$ cat src/rtl/rf_param_bypass.sv
// Parametrised 2-read/1-write register file with same-cycle write bypass,
// optional hardwired-zero R0 and a per-register busy scoreboard.
module rf_param_bypass #(
    parameter int unsigned WIDTH   = 16,
    parameter int unsigned NREGS   = 8,
    parameter int unsigned SELW    = 3,
    parameter bit          BYPASS  = 1'b1,
    parameter bit          ZERO_R0 = 1'b0
) (
    input  logic             clk,
    input  logic             rst,
    input  logic [SELW-1:0]  read1RegSel,
    input  logic [SELW-1:0]  read2RegSel,
    input  logic [SELW-1:0]  writeRegSel,
    input  logic [WIDTH-1:0] writeData,
    input  logic             writeEn,
    input  logic             resvEn,
    input  logic [SELW-1:0]  resvRegSel,
    output logic [WIDTH-1:0] read1Data,
    output logic [WIDTH-1:0] read2Data,
    output logic             read1Busy,
    output logic             read2Busy,
    output logic             err
);

    localparam bit FULL_MAP = (NREGS == (32'd1 << SELW));

    logic [WIDTH-1:0] regs [NREGS];
    logic [NREGS-1:0] busy;

    logic wr_inr_c;
    logic rv_inr_c;
    logic wr_r0_c;
    logic rv_r0_c;
    logic wr_legal_c;
    logic rv_legal_c;
    logic wr_hits_rv_c;
    logic resv_busy_c;
    logic err_set_c;

    // Range checks collapse to constants when every select value maps to a register
    if (FULL_MAP) begin : g_full
        assign wr_inr_c = 1'b1;
        assign rv_inr_c = 1'b1;
    end else begin : g_part
        localparam logic [SELW-1:0] SEL_LIMIT = SELW'(NREGS);
        assign wr_inr_c = (writeRegSel < SEL_LIMIT);
        assign rv_inr_c = (resvRegSel  < SEL_LIMIT);
    end

    assign wr_r0_c      = ZERO_R0 && (writeRegSel == '0);
    assign rv_r0_c      = ZERO_R0 && (resvRegSel  == '0);
    assign wr_legal_c   = writeEn && wr_inr_c && !wr_r0_c;
    assign rv_legal_c   = resvEn  && rv_inr_c && !rv_r0_c;
    assign wr_hits_rv_c = wr_legal_c && (writeRegSel == resvRegSel);

    // A reservation on a busy register is only legal if this cycle's write releases it
    assign err_set_c = (writeEn && !wr_inr_c)
                     || (resvEn && !rv_inr_c)
                     || (rv_legal_c && resv_busy_c && !wr_hits_rv_c);

    // Read muxes; unmatched selects (out of range) fall through to zero
    always_comb begin
        read1Data   = '0;
        read2Data   = '0;
        read1Busy   = 1'b0;
        read2Busy   = 1'b0;
        resv_busy_c = 1'b0;
        for (int i = 0; i < int'(NREGS); i++) begin
            if (read1RegSel == SELW'(i)) begin
                read1Data = regs[i];
                read1Busy = busy[i];
            end
            if (read2RegSel == SELW'(i)) begin
                read2Data = regs[i];
                read2Busy = busy[i];
            end
            if (resvRegSel == SELW'(i)) begin
                resv_busy_c = busy[i];
            end
        end
        if (ZERO_R0 && (read1RegSel == '0)) begin
            read1Data = '0;
            read1Busy = 1'b0;
        end
        if (ZERO_R0 && (read2RegSel == '0)) begin
            read2Data = '0;
            read2Busy = 1'b0;
        end
        if (BYPASS && wr_legal_c && (writeRegSel == read1RegSel)) begin
            read1Data = writeData;
            read1Busy = 1'b0;
        end
        if (BYPASS && wr_legal_c && (writeRegSel == read2RegSel)) begin
            read2Data = writeData;
            read2Busy = 1'b0;
        end
    end

    // Register storage
    always_ff @(posedge clk or negedge rst) begin
        if (!rst) begin
            for (int i = 0; i < int'(NREGS); i++) begin
                regs[i] <= '0;
            end
        end else if (wr_legal_c) begin
            for (int i = 0; i < int'(NREGS); i++) begin
                if (writeRegSel == SELW'(i)) begin
                    regs[i] <= writeData;
                end
            end
        end
    end

    // Scoreboard: a new reservation outranks a same-cycle release
    always_ff @(posedge clk or negedge rst) begin
        if (!rst) begin
            busy <= '0;
        end else begin
            for (int i = 0; i < int'(NREGS); i++) begin
                if (rv_legal_c && (resvRegSel == SELW'(i))) begin
                    busy[i] <= 1'b1;
                end else if (wr_legal_c && (writeRegSel == SELW'(i))) begin
                    busy[i] <= 1'b0;
                end
            end
        end
    end

    // Sticky error flag
    always_ff @(posedge clk or negedge rst) begin
        if (!rst) begin
            err <= 1'b0;
        end else if (err_set_c) begin
            err <= 1'b1;
        end
    end

endmodule

$ cat config.mk
export PLATFORM = sky130hd
export DESIGN_NAME = rf_param_bypass
export DESIGN_NICKNAME = d
export VERILOG_FILES = /design/src/rtl/rf_param_bypass.sv
export SDC_FILE = /design/constraint.sdc
export NUM_CORES = 1
export LEC_CHECK = 0
export ABC_AREA = 1
export BUFFER_PORTS_ARGS = -buffer_cell sky130_fd_sc_hd__buf_4
export CAP_MARGIN = 25
export CORE_MARGIN = 2
export CORE_UTILIZATION = 27
export DETAILED_ROUTE_END_ITERATION = 16
export PLACE_DENSITY = 0.46
export SLEW_MARGIN = 20
export SYNTH_ARGS = -nofsm -noshare
export SYNTH_HDL_FRONTEND = slang
export SYNTH_SLANG_ARGS = --single-unit
$ cat constraint.sdc
create_clock -name clk -period 2 [get_ports clk]
set_clock_uncertainty 0.15 [all_clocks]
set_input_delay 0 -clock clk [delete_from_list [all_inputs] [get_ports clk]]
set_output_delay 0 -clock clk [all_outputs]
set_load 0.02 [all_outputs]
==> impl_summary.txt <==
----------------------------------------------------
[Run status]
  Run status ... finished clean

[Die]
  Total number of placement rows ... 62
  Die span in y ... between 150 and 200 um
  Number of placed I/O pins ... 67
  Die outline area ... around 0.031 mm^2
  Core area ... between 0.02 and 0.03 mm^2
  Width of the die ... 176 um
  Initial Utilization ... roughly 28%

[Global route]
  Remaining global-route overflow ... 0
  Via count of the first global-routing pass ... just under 8000
  Global-route wire length before repair ... around 47000 um
  Antenna violations before repair ... 0
  Pin count of the biggest net entering global routing ... 48
  Global router's overall resource usage ... 20.1%

[Power]
  Power Internal ... just under 6000 uW
  Worst IR drop on VDD ... around 0.54 mV
  Sequential Power Share ... between 40% and 50%
  Relative contribution of combinational cells to total power ... a little under a quarter
  Net switching power ... 3050 uW
  P per Cell Area ... between 900 and 1000 mW/mm^2
  Share of power burned in the clock network ... 35.7%
  Leakage Power ... 0.00468 uW
  Net switching share of the total power ... 34.2%

[STA]
  WHS ... between 0.02 and 0.025 ns
  Accumulated negative setup slack ... 0 ns
  Setup repair after global routing missed its margin ... false
  Peak clock frequency supported by timing ... 529 MHz
  Count of endpoints failing hold in the final timing report ... 0
  Max-slew headroom at the worst pin ... around three fifths
  Final Critical Period ... roughly 1.9 ns
  Worst-margin pin slew ... 0.585 ns
  Setup-failing EPs final ... 0
  Final-report max-slew violation count ... 0
  Fraction of the cycle the final worst path needs ... approximately 94%

[Min path]
  Hold path cells ... 4
  Worst hold endpoint ... busy[4]
  Min-delay worst type ... in -> reg
  Hold Startpoint ... writeEn

[Routing]
  Number of design-rule violations left by the first detailed-router iteration ... between 800 and 900
  Total number of vias ... a little over 8000
  Router iterations before antenna repair ... 5
  Routed Wire Length ... between 30000 and 40000 um
  Post-route antenna net violation count ... 0
  Total DRC errors in the routed layout ... 0
  Routed vias/inst ... between 4 and 5
  Wirelength per Cell ... ~18 um

[Placement]
  Number of buffers inserted by port buffering ... 66
  GP Congestion ... about 0.85
  DP HPWL ... around 21000 um
  Number of placed cells counting well taps ... about 1600

[Cells and area]
  Filler cells ... between 3000 and 4000
  Final cell count without fillers ... between 1500 and 2000
  Share of layout cells above drive strength 1 ... about an eighth
  Total Nets Final ... between 1000 and 1500
  P&R area growth vs syn ... 24.4%

[Critical path]
  Source of the worst register-to-register timing path ... busy[7]
  Setup slack, reg-to-reg ... around 0.38 ns
  Startpoint Class ... primary input
  Peak fanout along the critical path ... 23
  Critical setup path kind ... in -> reg
  Reg2reg path depth ... 7
  Crit. End Element ... register
  Required time reported for the critical path endpoint ... ~2.2 ns
  Data arrival time of the worst path ... between 2 and 2.5 ns
  Capture instance of the worst register-to-register path ... err

[Clock network]
  Clock root buffer master ... sky130_fd_sc_hd__clkbuf_16
  CTS sink cnt ... approximately 140
  Clock input transition at the sequential cells of the worst setup and hold paths ... roughly 0.070 ns
  Clock latency on the worst-skew pair ... approximately 0.43 ns
  Post-CTS setup buffer count ... 0
  Max Root-Sink Buffers ... 2
  TritonCTS buffer count ... 17
  CTS tree ... done
  Maximum level of the CTS H-tree ... 4

[Synthesis]
  Number of enable flip-flop cells after synthesis ... 0
  Net Count, Synth ... between 1000 and 1500
  Prevailing post-synth register cell ... sky130_fd_sc_hd__dfrtp_1
  Proportion of synthesized chip area in sequential cells ... between 40% and 50%
  Syn Area/Cell ... 6.86 um^2
  Mapped Area ... between 0.007 and 0.008 mm^2
  Most numerous cell types in the synthesized netlist ... 349 x sky130_fd_sc_hd__nand2_1, 138 x sky130_fd_sc_hd__nor2_1, 137 x sky130_fd_sc_hd__dfrtp_1
  Main area contributors after synthesis ... sky130_fd_sc_hd__dfrtp_1 43%, sky130_fd_sc_hd__nand2_1 16%, sky130_fd_sc_hd__o21ai_0 8.4%
  Library cell with the largest summed area after synthesis ... sky130_fd_sc_hd__dfrtp_1
  Number of standard cells after synthesis ... between 1000 and 1500
  Number of synthesized register bits ... 137
  Most numerous cell in the Yosys netlist ... sky130_fd_sc_hd__nand2_1
  Fraction of post-synthesis cell area in the top cell type by area ... between 40% and 50%
  Post-synthesis cell type count ... 28
  FFs w/ async S/R, synth ... 100%
  Yosys warning total ... 0

[Flow run]
  Max Cap Viol ... 0

----------------------------------------------------
[cell usage in the layout (no fill, tap or decap), types with 2 or more instances in the layout]
cell type,instances
sky130_fd_sc_hd__clkinv_1,3
sky130_fd_sc_hd__o21ai_0,134
sky130_fd_sc_hd__buf_12,5
sky130_fd_sc_hd__o22ai_1,2
sky130_fd_sc_hd__nand2_1,349
sky130_fd_sc_hd__nand3_1,71
sky130_fd_sc_hd__clkinv_4,2
sky130_fd_sc_hd__o21ai_1,2
sky130_fd_sc_hd__nor2_2,4
sky130_fd_sc_hd__clkbuf_16,17
sky130_fd_sc_hd__nor2_1,136
sky130_fd_sc_hd__o41ai_1,2
sky130_fd_sc_hd__nor3_1,5
sky130_fd_sc_hd__a21oi_1,58
sky130_fd_sc_hd__inv_1,91
sky130_fd_sc_hd__nor3_4,3
sky130_fd_sc_hd__buf_4,102
sky130_fd_sc_hd__clkbuf_8,2
sky130_fd_sc_hd__inv_8,3
sky130_fd_sc_hd__dfrtp_1,137
sky130_fd_sc_hd__nand4_1,75
sky130_fd_sc_hd__clkinv_2,2
sky130_fd_sc_hd__dlygate4sd3_1,31
sky130_fd_sc_hd__inv_2,9
sky130_fd_sc_hd__inv_6,4
[how the worst max path moves through the flow]
stage | startpoint | endpoint | slack (ns) | cells past startpoint
after floorplan | read1RegSel[0] | read1Data[14] | 0.57 | 11
after global placement | read1RegSel[1] | read1Data[9] | 0.22 | 10
after detailed placement | read1RegSel[1] | read1Data[8] | 0.20 | 10
after CTS | writeEn | busy[0] | 0.14 | 11
after global routing | writeEn | busy[0] | 0.004 | 11
final | writeEn | busy[0] | 0.11 | 11
[power groups by stage]
stage,Clock [uW],Sequential [uW],Combinational [uW]
2_1_floorplan,0,3620,1210
5_1_grt,3380,3780,2290
4_1_cts,3250,3710,2030
3_3_place_gp,0,3760,1940
6_report,3180,3720,2020
3_5_place_dp,0,3750,1960
[worst max-delay path, stage by stage]
cell and delay (ns):
sky130_fd_sc_hd__buf_4 0.12, sky130_fd_sc_hd__inv_1 0.09, sky130_fd_sc_hd__nor2_1 0.07, sky130_fd_sc_hd__dlygate4sd3_1 0.58
sky130_fd_sc_hd__inv_2 0.13, sky130_fd_sc_hd__nor2_1 0.05, sky130_fd_sc_hd__inv_1 0.08, sky130_fd_sc_hd__buf_4 0.25
sky130_fd_sc_hd__nand2_1 0.08, sky130_fd_sc_hd__o41ai_1 0.07, sky130_fd_sc_hd__dlygate4sd3_1 0.59
[state kept, by name, summed over array words and instances, names as in the netlist]
register  flops
regs        128
err           1
busy          8
[repair_timing]
item	in CTS	in global routing
hold buffers	31	0
resized for setup	0	0
hold endpoints to repair	274	0
[layout make-up]
cell class / instances / area (um^2) / share of cell area (%)
Timing Repair Buffer: 139 / 1190 / 12.0
Clock inverter: 13 / 134 / 1.35
Clock buffer: 19 / 453 / 4.58
Multi-Input combinational cell: 848 / 3810 / 38.6
Tap cell: 384 / 480 / 4.86
Sequential cell: 137 / 3430 / 34.7
Inverter: 103 / 387 / 3.91
Antenna cell: 1 / 2.50 / 0.0253
[metal layers]
| layer | GRT usage, % | wire length [um] |
|---|---|---|
| met5 | 0 | 0 |
| met4 | 6.10 | 526 |
| met3 | 4.11 | 2090 |
| met2 | 31.2 | 13300 |
| met1 | 28.2 | 14100 |
[cell families after synthesis]
logic type	share of synthesized area, %
DFF	43.2
buffers and inverters	9.00
AOI/OAI and AO/OA	12.8
and+or+nand+nor	35.0
[metrics by stage]
stage	cell area [um^2]	utilization, %	power [uW]	worst slack [ns]
final	9880	34.2	8930	0.111
after global routing	9880	34.2	9450	0.00443
after CTS	9880	34.2	8990	0.143
after detailed placement	8980	31.1	5720	0.204
after global placement	8980	31.1	5700	0.217
after floorplan	7940	-	4820	0.573
Power figures use the tool's default switching activity.
